**src/rtl/sram_like_arbiter.sv**
```systemverilog
// Multi-master sram-like arbiter: fixed-priority or round-robin grant onto one
// memory port, with in-order response routing through an in-flight ID FIFO.
module sram_like_arbiter #(
  parameter int unsigned NUM_PORTS       = 2,
  parameter int unsigned ADDR_W          = 32,
  parameter int unsigned DATA_W          = 32,
  parameter int unsigned MAX_OUTSTANDING = 4,
  parameter int unsigned RR_MODE         = 0
) (
  input  logic                          clk,
  input  logic                          reset,
  input  logic [NUM_PORTS-1:0]          m_req,
  input  logic [NUM_PORTS-1:0]          m_wr,
  input  logic [2*NUM_PORTS-1:0]        m_size,
  input  logic [NUM_PORTS*DATA_W/8-1:0] m_wstrb,
  input  logic [NUM_PORTS*ADDR_W-1:0]   m_addr,
  input  logic [NUM_PORTS*DATA_W-1:0]   m_wdata,
  output logic [NUM_PORTS-1:0]          m_addr_ok,
  output logic [NUM_PORTS-1:0]          m_data_ok,
  output logic [DATA_W-1:0]             m_rdata,
  output logic                          s_req,
  output logic                          s_wr,
  output logic [1:0]                    s_size,
  output logic [DATA_W/8-1:0]           s_wstrb,
  output logic [ADDR_W-1:0]             s_addr,
  output logic [DATA_W-1:0]             s_wdata,
  input  logic                          s_addr_ok,
  input  logic                          s_data_ok,
  input  logic [DATA_W-1:0]             s_rdata,
  output logic                          busy,
  output logic                          proto_err
);

  localparam int unsigned IDX_W  = (NUM_PORTS > 1) ? $clog2(NUM_PORTS) : 1;
  localparam int unsigned PTR_W  = (MAX_OUTSTANDING > 1) ? $clog2(MAX_OUTSTANDING) : 1;
  localparam int unsigned CNT_W  = $clog2(MAX_OUTSTANDING + 1);
  localparam int unsigned STRB_W = DATA_W / 8;

  typedef enum logic [0:0] {ST_FREE, ST_LOCK} state_t;

  state_t           r_state;
  state_t           w_state_nxt;
  logic [IDX_W-1:0] r_lock_idx;
  logic [IDX_W-1:0] r_rr_ptr;
  logic [IDX_W-1:0] r_fifo [MAX_OUTSTANDING];
  logic [PTR_W-1:0] r_wr_ptr;
  logic [PTR_W-1:0] r_rd_ptr;
  logic [CNT_W-1:0] r_count;
  logic             r_proto_err;

  logic [IDX_W-1:0] w_grant;
  logic [IDX_W-1:0] w_head;
  logic             w_empty;
  logic             w_full;
  logic             w_accept;
  logic             w_pop;

  function automatic logic [PTR_W-1:0] ptr_inc(input logic [PTR_W-1:0] p);
    return (p == PTR_W'(MAX_OUTSTANDING - 1)) ? '0 : p + 1'b1;
  endfunction

  assign w_empty   = (r_count == '0);
  assign w_full    = (r_count == CNT_W'(MAX_OUTSTANDING));
  assign w_head    = r_fifo[r_rd_ptr];
  assign s_req     = !reset && ((|m_req) || (r_state == ST_LOCK)) && !w_full;
  assign w_accept  = s_req && s_addr_ok;
  assign w_pop     = !reset && s_data_ok && !w_empty;
  assign m_rdata   = s_rdata;
  assign busy      = !w_empty;
  assign proto_err = r_proto_err;

  // Grant: locked index wins; otherwise fixed priority or cyclic search from rr_ptr
  always_comb begin
    logic found;
    int   j;
    w_grant = '0;
    found   = 1'b0;
    j       = 0;
    if (RR_MODE != 0) begin
      for (int k = 0; k < int'(NUM_PORTS); k++) begin
        j = int'(r_rr_ptr) + k;
        if (j >= int'(NUM_PORTS)) j = j - int'(NUM_PORTS);
        if (!found && m_req[j]) begin
          w_grant = IDX_W'(j);
          found   = 1'b1;
        end
      end
    end else begin
      for (int i = 0; i < int'(NUM_PORTS); i++) begin
        if (!found && m_req[i]) begin
          w_grant = IDX_W'(i);
          found   = 1'b1;
        end
      end
    end
    if (r_state == ST_LOCK) w_grant = r_lock_idx;
  end

  // Lock held from a stalled request until the slave accepts it
  always_comb begin
    w_state_nxt = r_state;
    if (w_accept) begin
      w_state_nxt = ST_FREE;
    end else if (s_req) begin
      w_state_nxt = ST_LOCK;
    end
  end

  always_comb begin
    s_wr      = 1'b0;
    s_size    = '0;
    s_wstrb   = '0;
    s_addr    = '0;
    s_wdata   = '0;
    m_addr_ok = '0;
    m_data_ok = '0;
    for (int i = 0; i < int'(NUM_PORTS); i++) begin
      if (s_req && (w_grant == IDX_W'(i))) begin
        s_wr    = m_wr[i];
        s_size  = m_size[2*i +: 2];
        s_wstrb = m_wstrb[STRB_W*i +: STRB_W];
        s_addr  = m_addr[ADDR_W*i +: ADDR_W];
        s_wdata = m_wdata[DATA_W*i +: DATA_W];
      end
      m_addr_ok[i] = w_accept && (w_grant == IDX_W'(i));
      m_data_ok[i] = w_pop && (w_head == IDX_W'(i));
    end
  end

  always_ff @(posedge clk) begin
    if (reset) begin
      r_state     <= ST_FREE;
      r_lock_idx  <= '0;
      r_rr_ptr    <= '0;
      r_wr_ptr    <= '0;
      r_rd_ptr    <= '0;
      r_count     <= '0;
      r_proto_err <= 1'b0;
    end else begin
      r_state <= w_state_nxt;
      if (s_req && !s_addr_ok) r_lock_idx <= w_grant;
      if (w_accept) begin
        r_rr_ptr <= (w_grant == IDX_W'(NUM_PORTS - 1)) ? '0 : w_grant + 1'b1;
        r_wr_ptr <= ptr_inc(r_wr_ptr);
      end
      if (w_pop) r_rd_ptr <= ptr_inc(r_rd_ptr);
      case ({w_accept, w_pop})
        2'b10:   r_count <= r_count + 1'b1;
        2'b01:   r_count <= r_count - 1'b1;
        default: r_count <= r_count;
      endcase
      if (s_data_ok && w_empty) r_proto_err <= 1'b1;
    end
  end

  // ID storage needs no reset: entries are only read behind the write pointer
  always_ff @(posedge clk) begin
    if (!reset && w_accept) r_fifo[r_wr_ptr] <= w_grant;
  end

endmodule

```
**config.mk**
```make
export PLATFORM = sky130hd
export DESIGN_NAME = sram_like_arbiter
export DESIGN_NICKNAME = d
export VERILOG_FILES = /design/src/rtl/sram_like_arbiter.sv
export SDC_FILE = /design/constraint.sdc
export NUM_CORES = 1
export LEC_CHECK = 0
export ABC_CLOCK_PERIOD_IN_PS = 2450
export CORE_AREA = 2 2 113 115
export CTS_BUF_LIST = sky130_fd_sc_hd__clkbuf_8
export DETAILED_ROUTE_END_ITERATION = 8
export DIE_AREA = 0 0 115 117
export DONT_BUFFER_PORTS = 1
export GPL_TIMING_DRIVEN = 0
export HOLD_SLACK_MARGIN = 0.1
export PLACE_DENSITY_LB_ADDON = 0.1
export SETUP_SLACK_MARGIN = 0.15
export SYNTH_ARGS = -nofsm -noshare
export SYNTH_HDL_FRONTEND = slang
export SYNTH_SLANG_ARGS = --single-unit
export TNS_END_PERCENT = 10
```
**constraint.sdc**
```tcl
create_clock -name clk -period 2.45 [get_ports clk]
set_input_delay 0.245 -clock clk [delete_from_list [all_inputs] [get_ports clk]]
set_output_delay 0.245 -clock clk [all_outputs]
set_load 0.05 [all_outputs]
```
-- Word-level counts from Yosys, hierarchy flattened
Memories as Yosys holds them, arrays and structs flattened. A register that Yosys moved wholly into a read port is not among the register bits.
Cells that the tools add are included.
- register bits: 10
- RAM bits: 4
- input port bits: 180
- output and inout port bits: 110
- logic and storage cells: 63
- memories: 1
- add/sub/neg operators: 4
- equality and inequality tests: 5
- mux-type cells: 20
- bitwise gates (word level): 2
- reductions and logical operators: 25
- memory list (memory ; words ; width ; rd ports ; clocked after memory_dff ; wr ports ; RTL line ; text):
    r_fifo ; 4 ; 1 ; 1 ; 1 ; 1 ; 45 ; logic [IDX_W-1:0] r_fifo [MAX_OUTSTANDING];
- operator list (kind ; count):
    2-to-1 mux 32 bit ; 4
    logical AND 1 bit ; 15
    2-to-1 mux 2 bit ; 6
    2-to-1 mux 4 bit ; 2
    2-to-1 mux 1 bit ; 7
    equality test 2 bit (second input constant) ; 3
    one-hot mux 3 bit (2 select lines) ; 1
    zero test 1 bit ; 5
    adder 2 x 1 -> 2 bit (second input constant) ; 2
    OR reduction 2 bit ; 2
    adder 3 x 1 -> 3 bit (second input constant) ; 1
    equality test 3 bit (second input constant) ; 1
    zero test 3 bit ; 1
    subtractor 3 x 1 -> 3 bit (second input constant) ; 1
    equality test 2 x 1 -> 1 bit (second input constant) ; 1
    inverter 1 bit ; 2
    nonzero test 2 bit ; 1
    logical OR 1 bit ; 1

-- Longest topological paths before layout
Gate-level depths: netlist of run 1.
- depth in word-level cells: 9
- depth in mapped cells: 9
- depth with buffers taken out: 8

-- Worst setup path before layout of run 1
Ideal clock, no wire load.
- path kind: reg-to-reg
- start: reg r_state
- end: reg r_count[2]
- library setup time: 0.071 ns
- arrival: 2.107 ns
- data required time: 2.379 ns
- slack: 0.272 ns
- stages on the path, launching flop included: 10
- buffers on the path: 1
- clock period less this slack: 2.178 ns
- path through: dfxtp_1 > buf_6 > or3_4 > nand4_4 > ha_1 > inv_1 > fa_1 > xor2_1 > or3_1 > a21oi_1
- longest elaborated chain between the ends: 6
- elaborated cells on any way between the ends: 8
- classes of those cells: eq/ne (2); mux (1); reduce/logical (5)
- RTL lines (item ; RTL line ; text):
    start, declared ; 41 ; state_t r_state;
    start signal, assigned ; 140 ; r_state <= w_state_nxt;
    logical OR 1 bit (*) ; 65 ; assign s_req = !reset && ((|m_req) || (r_state == ST_LOCK)) && !w_full;
    logical AND 1 bit (*) (2 in series) ; 65 ;
    logical AND 1 bit (*) ; 66 ; assign w_accept = s_req && s_addr_ok;
    equality test 2 x 1 -> 1 bit or equality test 2 bit (tied branches) ; 147 ; case ({w_accept, w_pop})
    one-hot mux 3 bit (2 select lines) or nonzero test 2 bit (tied branches) ; - ;
    end signal, assigned ; 148 ; 2'b10: r_count <= r_count + 1'b1;
    end signal, assigned ; 149 ; 2'b01: r_count <= r_count - 1'b1;
    end signal, assigned ; 150 ; default: r_count <= r_count;
    end, declared ; 48 ; logic [CNT_W-1:0] r_count;
Every way passes the cells marked *; elsewhere a longest branch is shown, timed or not.
A chain may end at the register's enable or synchronous reset.

-- Final worst setup path of run 1
- start: reg r_state
- end: out s_addr[22]
- longest elaborated chain between the ends: 6
- elaborated cells on any way between the ends: 9
- classes of those cells: mux (3); bitwise (1); reduce/logical (5)
- RTL lines (item ; RTL line ; text):
    logical OR 1 bit ; 65 ;
    logical AND 1 bit (2 in series) ; 65 ;
    logical AND 1 bit ; 118 ; if (s_req && (w_grant == IDX_W'(i))) begin
    2-to-1 mux 32 bit ; 118 ;
    2-to-1 mux 32 bit (*) ; 118 ;
    end, declared ; 25 ; output logic [ADDR_W-1:0] s_addr,
Marked as above.

==> results.ini, run 1 <==
[clocking]
tritoncts=yes
cts_max_path_buffers=2
cts-root-buf=clkbuf_8
cts_made_buffers=3
clk_latency_ns=0.25
path_clk_slew_ns=0.07
cts_max_level=1
clock-sinks=16

[layout]
final_layout_size_suffix_gt1_frac=0.409
diodes=0
syn_to_final_growth_pct=26.6
final_cells=522
postLayoutCoreUtil=0.257
final_nets=560

[detailed_routing]
post_drt_wl_per_cell_um=23.1
drc=0
num_vias=2769
dr.pass1.iters=4
vias_per_cell=5.30
drtAntennaViolNets=0
wl_mm=12.0
dr.first_iter.drc_count=84

[logic_synthesis]
synth_async_sr_flop_share=0
synth_most_common_cell=a21oi_1
synth.ff_latch_count=16
synth-edff-count=4
syn-cell-area_um2=2500
synth_top_area_frac=0.150
avgSynthCellArea_um2=6.85
syn_nets=552
yosysWarnings=0
synth_area_leaders=a21oi_1, nand3_1, buf_4
yosysTopAreaCell=a21oi_1
synthTopCellsByCount=a21oi_1, nand3_1, o21ai_0
yosysUniqueCellTypes=33
synth_ff_type=dfxtp_1
synthCells=365
seq_area_frac_synth=0.144

[floorplan]
initial_core_util=0.203
die_h_um=117
die-area_um2=13500
die_x_um=115
num_rows=41
pin_count=290
core_um2=12300

[job]
drv_cap=0

[sta]
finalMaxSlewViolations=0
finalSetupViolCount=0
worst_slew_pin_slew_ns=0.885
rsz0062_at_grt=true
fmax_mhz=432
period_share=0.946
setup_slack_ns=0.133
layout_min_cycle_time_ns=2.32
whs_ns=0.153
finalHoldViolCount=0
final.setup_skew_ns=0.00661
slew-limit-headroom=0.408

[placed_design]
dp.cells=515
dpl_worst_slack_ns=-0.285
dp_hpwl_mm=9.70
portBuffers=0
finalWeightedCongestion=0.858

[setup_path]
startpoint_type=register
crit_chain=buf_6 > nand2_2 > clkbuf_1 > nand3_1 > a21oi_2
crit_family=compound AO/OA/AOI/OAI gates
critPathKind=reg -> out
cp_max_fo=10
crit_path_max_incr_delay_ns=0.57
cp.buffers_inverters=2
required_ns=2.20
arrival_ns=2.07
end_kind=primary output
cp_slowest_cell=a21oi_2

[power_and_ir_drop]
cellPowerDensity_nw_per_um2=465
power_frac_comb=0.648
pwr-share-seq=0.214
total_power_uw=1470
clock_power_share=0.138
p_leak_uw=0.00114
p_sw_uw=840
switching_share=0.570
peakVddDrop_v=0.000199
p_int_uw=633

[grt]
grt_start_max_net_pins=11
grt-ovfl-total=0
first_global_vias=2685
grt_antenna_before_repair=0
grt_pass1_wl_mm=16.4
grt_use_total=0.157

[status]
status=finished clean

[worst_hold_path]
hold_path.class=in -> reg

[cell usage in the layout, fill, tap and decap left out, drive strengths merged, types with 3 or more instances in the layout]
| master | synthesis | routed |
|---|---|---|
| nand3 | 73 | 73 |
| edfxtp | 4 | 4 |
| a21oi | 75 | 75 |
| or3 | 3 | 3 |
| o21ai | 73 | 73 |
| nor2 | 12 | 12 |
| nor3 | 3 | 3 |
| dfxtp | 12 | 12 |
| ha | 6 | 6 |
| inv | 9 | 10 |
| clkbuf | 22 | 23 |
| buf | 50 | 54 |
| and3 | 4 | 4 |
[metal layers]
metal  global-route usage  part of all wire
met1                0.195              0.39
met2                0.283              0.53
met3               0.0340             0.070
met4               0.0313             0.013
met5                    0                 0
[final cells by class]
type | instances | area (µm²)
Buffer | 72 | 604
Clock buffer | 3 | 41.3
Clock inverter | 1 | 3.75
Fill cell | 1379 | 9150
Inverter | 9 | 33.8
Multi-Input combinational cell | 268 | 1910
Sequential cell | 16 | 362
Tap cell | 150 | 188
Timing Repair Buffer | 3 | 25.0
[power groups by stage]
stage | Combinational, µW | Clock, µW | Sequential [µW]
after floorplan | 764 | 0 | 317
after global placement | 858 | 0 | 321
after detailed placement | 861 | 0 | 321
after CTS | 941 | 214 | 315
after global routing | 1000 | 223 | 319
final | 955 | 203 | 315
[kinds of logic (layout without fill, tap and decap cells)]
family                     Yosys count  after routing  share of synthesized area
AOI/OAI and AO/OA                  151            151                      0.306
and+or+nand+nor                    104            104                      0.230
buffers and inverters               81             88                      0.254
DFF                                 16             16                      0.144
adders and majority gates            7              7                     0.0380
muxes                                4              4                     0.0220
xor gates and xnor gates             2              2                    0.00700
[worst paths after layout]
path,cells past startpoint,end,start,slack (ns)
max,5,s_addr[22],r_state,0.13
min,2,proto_err,s_data_ok,0.15
max reg2reg,9,r_count[2],r_state,0.15
min reg2reg,2,r_rd_ptr[0],r_rd_ptr[0],0.50
[timing repair]
item                                    4_1_cts  5_1_grt
resized for setup                            81       16
hold buffers                                  1        0
buffers inserted                              2        0
endpoints found under the setup margin       74       65
pin swaps                                     3        2
hold endpoints to repair                      2        0
[through the flow]
step	setup TNS, ns	cell area (µm²)
after floorplan	0	2500
after global placement	-5.54	2690
after detailed placement	-5.51	2690
after CTS	0	3090
after global routing	0	3170
final	0	3170
(Power assumes the default switching activity.)
==> inputs of run 2 (changes only) <==
--- a/config.mk
+++ b/config.mk
@@ -8,12 +8,14 @@
 export ABC_CLOCK_PERIOD_IN_PS = 2450
 export CORE_AREA = 2 2 113 115
 export CTS_BUF_LIST = sky130_fd_sc_hd__clkbuf_8
+export CTS_CLUSTER_DIAMETER = 40
 export DETAILED_ROUTE_END_ITERATION = 8
 export DIE_AREA = 0 0 115 117
 export DONT_BUFFER_PORTS = 1
 export GPL_TIMING_DRIVEN = 0
 export HOLD_SLACK_MARGIN = 0.1
 export PLACE_DENSITY_LB_ADDON = 0.1
+export REMOVE_ABC_BUFFERS = 1
 export SETUP_SLACK_MARGIN = 0.15
 export SYNTH_ARGS = -nofsm -noshare
 export SYNTH_HDL_FRONTEND = slang
==> results.ini, run 2 (same netlist as run 1, synthesis figures left out) <==
[floorplan]
pin_count=290
die_x_um=115
num_rows=41
die_h_um=117
die-area_um2=13500
core_um2=12300
initial_core_util=0.203

[power_and_ir_drop]
p_int_uw=598
clock_power_share=0.152
p_sw_uw=816
total_power_uw=1410
pwr-share-seq=0.227
peakVddDrop_v=0.000256
p_leak_uw=0.000927
cellPowerDensity_nw_per_um2=452
power_frac_comb=0.620
switching_share=0.577

[sta]
finalMaxSlewViolations=0
finalHoldViolCount=0
worst_slew_pin_slew_ns=0.844
fin_setup_tns_ns=0
final.setup_skew_ns=0.00348
period_share=0.953
rsz0062_at_grt=true
layout_min_cycle_time_ns=2.33
fmax_mhz=428
finalSetupViolCount=0
slew-limit-headroom=0.434

[status]
status=finished clean

[detailed_routing]
post_drt_wl_per_cell_um=34.7
dr.first_iter.drc_count=148
num_vias=2683
vias_per_cell=5.79
drtAntennaViolNets=0
drc=0
dr.pass1.iters=4
wl_mm=16.1

[grt]
grt-ovfl-total=0
grt_start_max_net_pins=51
grt_antenna_before_repair=0
grt_pass1_wl_mm=19.3
grt_use_total=0.213
first_global_vias=2424

[layout]
diodes=0
num-fill-cells=1361
final_layout_size_suffix_gt1_frac=0.348
postLayoutCoreUtil=0.254
final_area_um2=3130
final_common_cell=nand3_1
syn_to_final_growth_pct=25.0
final_cell_mix=nand3_1, a21oi_4, o21ai_0
final_nets=501

[clocking]
clock-sinks=16
path_clk_slew_ns=0.07
tritoncts=yes
cts_made_buffers=3
cts_max_path_buffers=2
cts-root-buf=clkbuf_8
clk_latency_ns=0.26
cts_max_level=1

[placed_design]
post_dp_cell_area_um2=2190
portBuffers=0
finalWeightedCongestion=0.725
dp_hpwl_mm=11.6

[worst_hold_path]
holdPathEnd=proto_err
hold_depth=2
hp-start=s_data_ok
hold_path.class=in -> reg

[setup_path]
r2r.worst_path.cells=4
arrival_ns=2.09
cp_max_fo=19
rr_startpoint=r_state
startpoint_type=register
rr_endpoint=r_fifo[2]
r2r_setup_slack_ns=0.12
required_ns=2.20
end_kind=primary output
critPathKind=reg -> out

[job]
drv_cap=0

==> run 2: cell count changes in the layout (fill, tap and decap cells not counted), sizes merged <==
cell / change
dlygate4sd3: +1
or3b: +1
clkbuf: -20
and2: +1
buf: -46
inv: -1
nand3: +3
nor3b: +1
clkinv: +1
==> run 2: power by group through the flow <==
stage | registers (µW) | logic, µW | clock network, µW
floorplan | 318 | 553 | 0
global placement | 323 | 651 | 0
detailed placement | 323 | 667 | 0
CTS | 319 | 749 | 217
global route | 324 | 923 | 227
finish | 321 | 877 | 215
==> run 2: final cells by class <==
| type | instances | area [µm²] | share of cell area |
|---|---|---|---|
| Clock inverter | 1 | 3.75 | 0.00120 |
| Tap cell | 150 | 188 | 0.0600 |
| Multi-Input combinational cell | 274 | 2320 | 0.743 |
| Inverter | 9 | 33.8 | 0.0108 |
| Timing Repair Buffer | 10 | 166 | 0.0532 |
| Sequential cell | 16 | 370 | 0.118 |
| Clock buffer | 3 | 41.3 | 0.0132 |
==> run 2: timing repair <==
action                     CTS  global route
setup buffers                1             2
hold buffers                 2             0
hold endpoints to repair    10             0
gates cloned                 4             2
pin swaps                    7            15
setup endpoints to repair   80            80
gates resized for setup     55            94
==> run 2: worst max-delay path, cell delays in order (launching register included) <==
cell     delay (ns)
dfxtp_4        0.47
or3_4          0.26
nand3_4        0.42
a21oi_2        0.66
==> run 2: worst max path at each step <==
stage	to	cells after the start	startpoint	slack [ns]
detailed placement	s_wdata[2]	5	r_state	-0.64
global placement	s_wdata[10]	3	r_state	-1.72
CTS	s_wdata[23]	3	r_count[0]	-0.30
global route	r_fifo[0]	4	r_state	0.03
floorplan	s_addr[10]	3	r_state	-0.42
finish	s_addr[13]	3	r_state	0.12
==> run 2: per-stage QoR <==
step                      worst slack, ns  hold WS, ns  std cells
after floorplan                    -0.423        0.314        293
after global placement              -1.72        0.317        443
after detailed placement           -0.637        0.322        448
after CTS                          -0.303        0.126        459
after global routing               0.0329        0.130        463
final                               0.116        0.131        463
==> run 2: routing by layer <==
layer  vias up  track usage  wire, µm
met5         -            0         0
met4         0       0.0586       422
met3        21        0.203      3300
met2       215        0.336      7040
met1      1259        0.199      5310
li1       1188            -         -
==> inputs of run 3 (changes only) <==
--- a/config.mk
+++ b/config.mk
@@ -6,11 +6,11 @@
 export NUM_CORES = 1
 export LEC_CHECK = 0
 export ABC_CLOCK_PERIOD_IN_PS = 2450
-export CORE_AREA = 2 2 113 115
+export CORE_AREA = 2 2 114 116
 export CTS_BUF_LIST = sky130_fd_sc_hd__clkbuf_8
 export CTS_CLUSTER_DIAMETER = 40
 export DETAILED_ROUTE_END_ITERATION = 8
-export DIE_AREA = 0 0 115 117
+export DIE_AREA = 0 0 116 118
 export DONT_BUFFER_PORTS = 1
 export GPL_TIMING_DRIVEN = 0
 export HOLD_SLACK_MARGIN = 0.1
==> results.ini, run 3 (same netlist as run 1, synthesis figures left out) <==
[layout]
syn_to_final_growth_pct=20.6
final_nets=498
final_common_cell=nand3_1
num-fill-cells=1374
final_cells=482
final_layout_size_suffix_gt1_frac=0.335
final_cell_mix=nand3_1, a21oi_4, o21ai_0
diodes=0

[detailed_routing]
wl_mm=17.1
drc=0
post_drt_wl_per_cell_um=35.5
dr.pass1.iters=5
dr.first_iter.drc_count=155
vias_per_cell=5.65
num_vias=2722
drtAntennaViolNets=0

[setup_path]
crit_family=simple AND/OR/NAND/NOR gates
arrival_ns=2.13
crit_chain=or3_4 > nand3_4 > a21oi_2
required_ns=2.20
end_kind=primary output
r2r.worst_path.cells=8
cp_max_fo=19
startpoint_type=register
r2r_setup_slack_ns=0.16
cp_slowest_cell=a21oi_2
cp.buffers_inverters=0
critPathKind=reg -> out
crit_path_max_incr_delay_ns=0.67
path_depth=3

[sta]
fin_setup_tns_ns=0
final.setup_skew_ns=0.00575
layout_min_cycle_time_ns=2.38
finalMaxSlewViolations=0
fmax_mhz=420
whs_ns=0.150
period_share=0.971
worst_slew_pin_slew_ns=0.848
finalSetupViolCount=0
setup_slack_ns=0.0716
rsz0062_at_grt=true
finalHoldViolCount=0
slew-limit-headroom=0.431

[power_and_ir_drop]
peakVddDrop_v=0.000328
cellPowerDensity_nw_per_um2=457
p_leak_uw=0.000894

[clocking]
clock-sinks=16
clk_latency_ns=0.25
cts_made_buffers=3
tritoncts=yes
cts_max_level=1
path_clk_slew_ns=0.07
cts_max_path_buffers=2
cts-root-buf=clkbuf_8

[floorplan]
die_h_um=118
core_um2=12400
initial_core_util=0.201
num_rows=41
die-area_um2=13700
pin_count=290
die_x_um=116

[placed_design]
dpl_worst_slack_ns=-0.609
portBuffers=0
finalWeightedCongestion=0.803
dp_hpwl_mm=12.9
dp.cells=469

[grt]
grt_antenna_before_repair=0
first_global_vias=2569
grt_start_max_net_pins=50
grt_pass1_wl_mm=21.3
grt_use_total=0.229
grt-ovfl-total=0

[worst_hold_path]
hold_path.class=in -> reg
hold_depth=2

[status]
status=finished clean

[job]
drv_cap=0

run 3: changes by cell type in the layout (fill, tap and decap cells not counted), moves of 2 or more:
cell,before,now
a21oi_2,14,23
buf_8,0,2
dfxtp_2,2,4
a21oi_4,56,48
buf_12,5,3
dfxtp_4,2,0
run 3: worst paths after layout:
kind	start	to
max	r_state	s_wdata[21]
min	s_data_ok	proto_err
max reg2reg	r_state	r_count[2]
min reg2reg	r_rd_ptr[0]	r_rd_ptr[0]
run 3: power breakdown:
part	switching, µW	internal, µW
sequential	27.7	292
combinational	675	178
clock	94.6	111
total	797	581
run 3: area by class of cell:
cell class / instances / area, µm² / share of cell area
Timing Repair Buffer: 9 / 125 / 0.0415
Sequential cell: 16 / 365 / 0.121
Tap cell: 172 / 215 / 0.0713
Clock buffer: 3 / 41.3 / 0.0137
Inverter: 9 / 33.8 / 0.0112
Multi-Input combinational cell: 272 / 2230 / 0.740
Clock inverter: 1 / 3.75 / 0.00124
run 3: repair_timing:
item                                   CTS  global route
buffers inserted                         2             1
pin swaps                               10             8
setup endpoints to repair               80            77
gates resized for setup                 58            76
endpoints found under the hold margin   10             0
gates cloned                             3             1
hold buffers                             2             0
run 3: metrics by stage:
stage,total power [µW],instance area [µm²],util
after floorplan,871,1900,-
after global placement,978,2120,0.170
final,1380,3020,0.243
after detailed placement,986,2190,0.177
after CTS,1280,2550,0.206
after global routing,1450,3020,0.243
run 3: metal layers:
layer / part of all wire / routed length [µm] / vias to the layer above / global-route usage
met1: 0.29 / 4940 / 1281 / 0.182
met3: 0.25 / 4350 / 20 / 0.282
met2: 0.42 / 7190 / 244 / 0.340
li1: - / - / 1175 / -
met4: 0.031 / 523 / 2 / 0.0625
met5: 0.0056 / 96 / - / 0.114
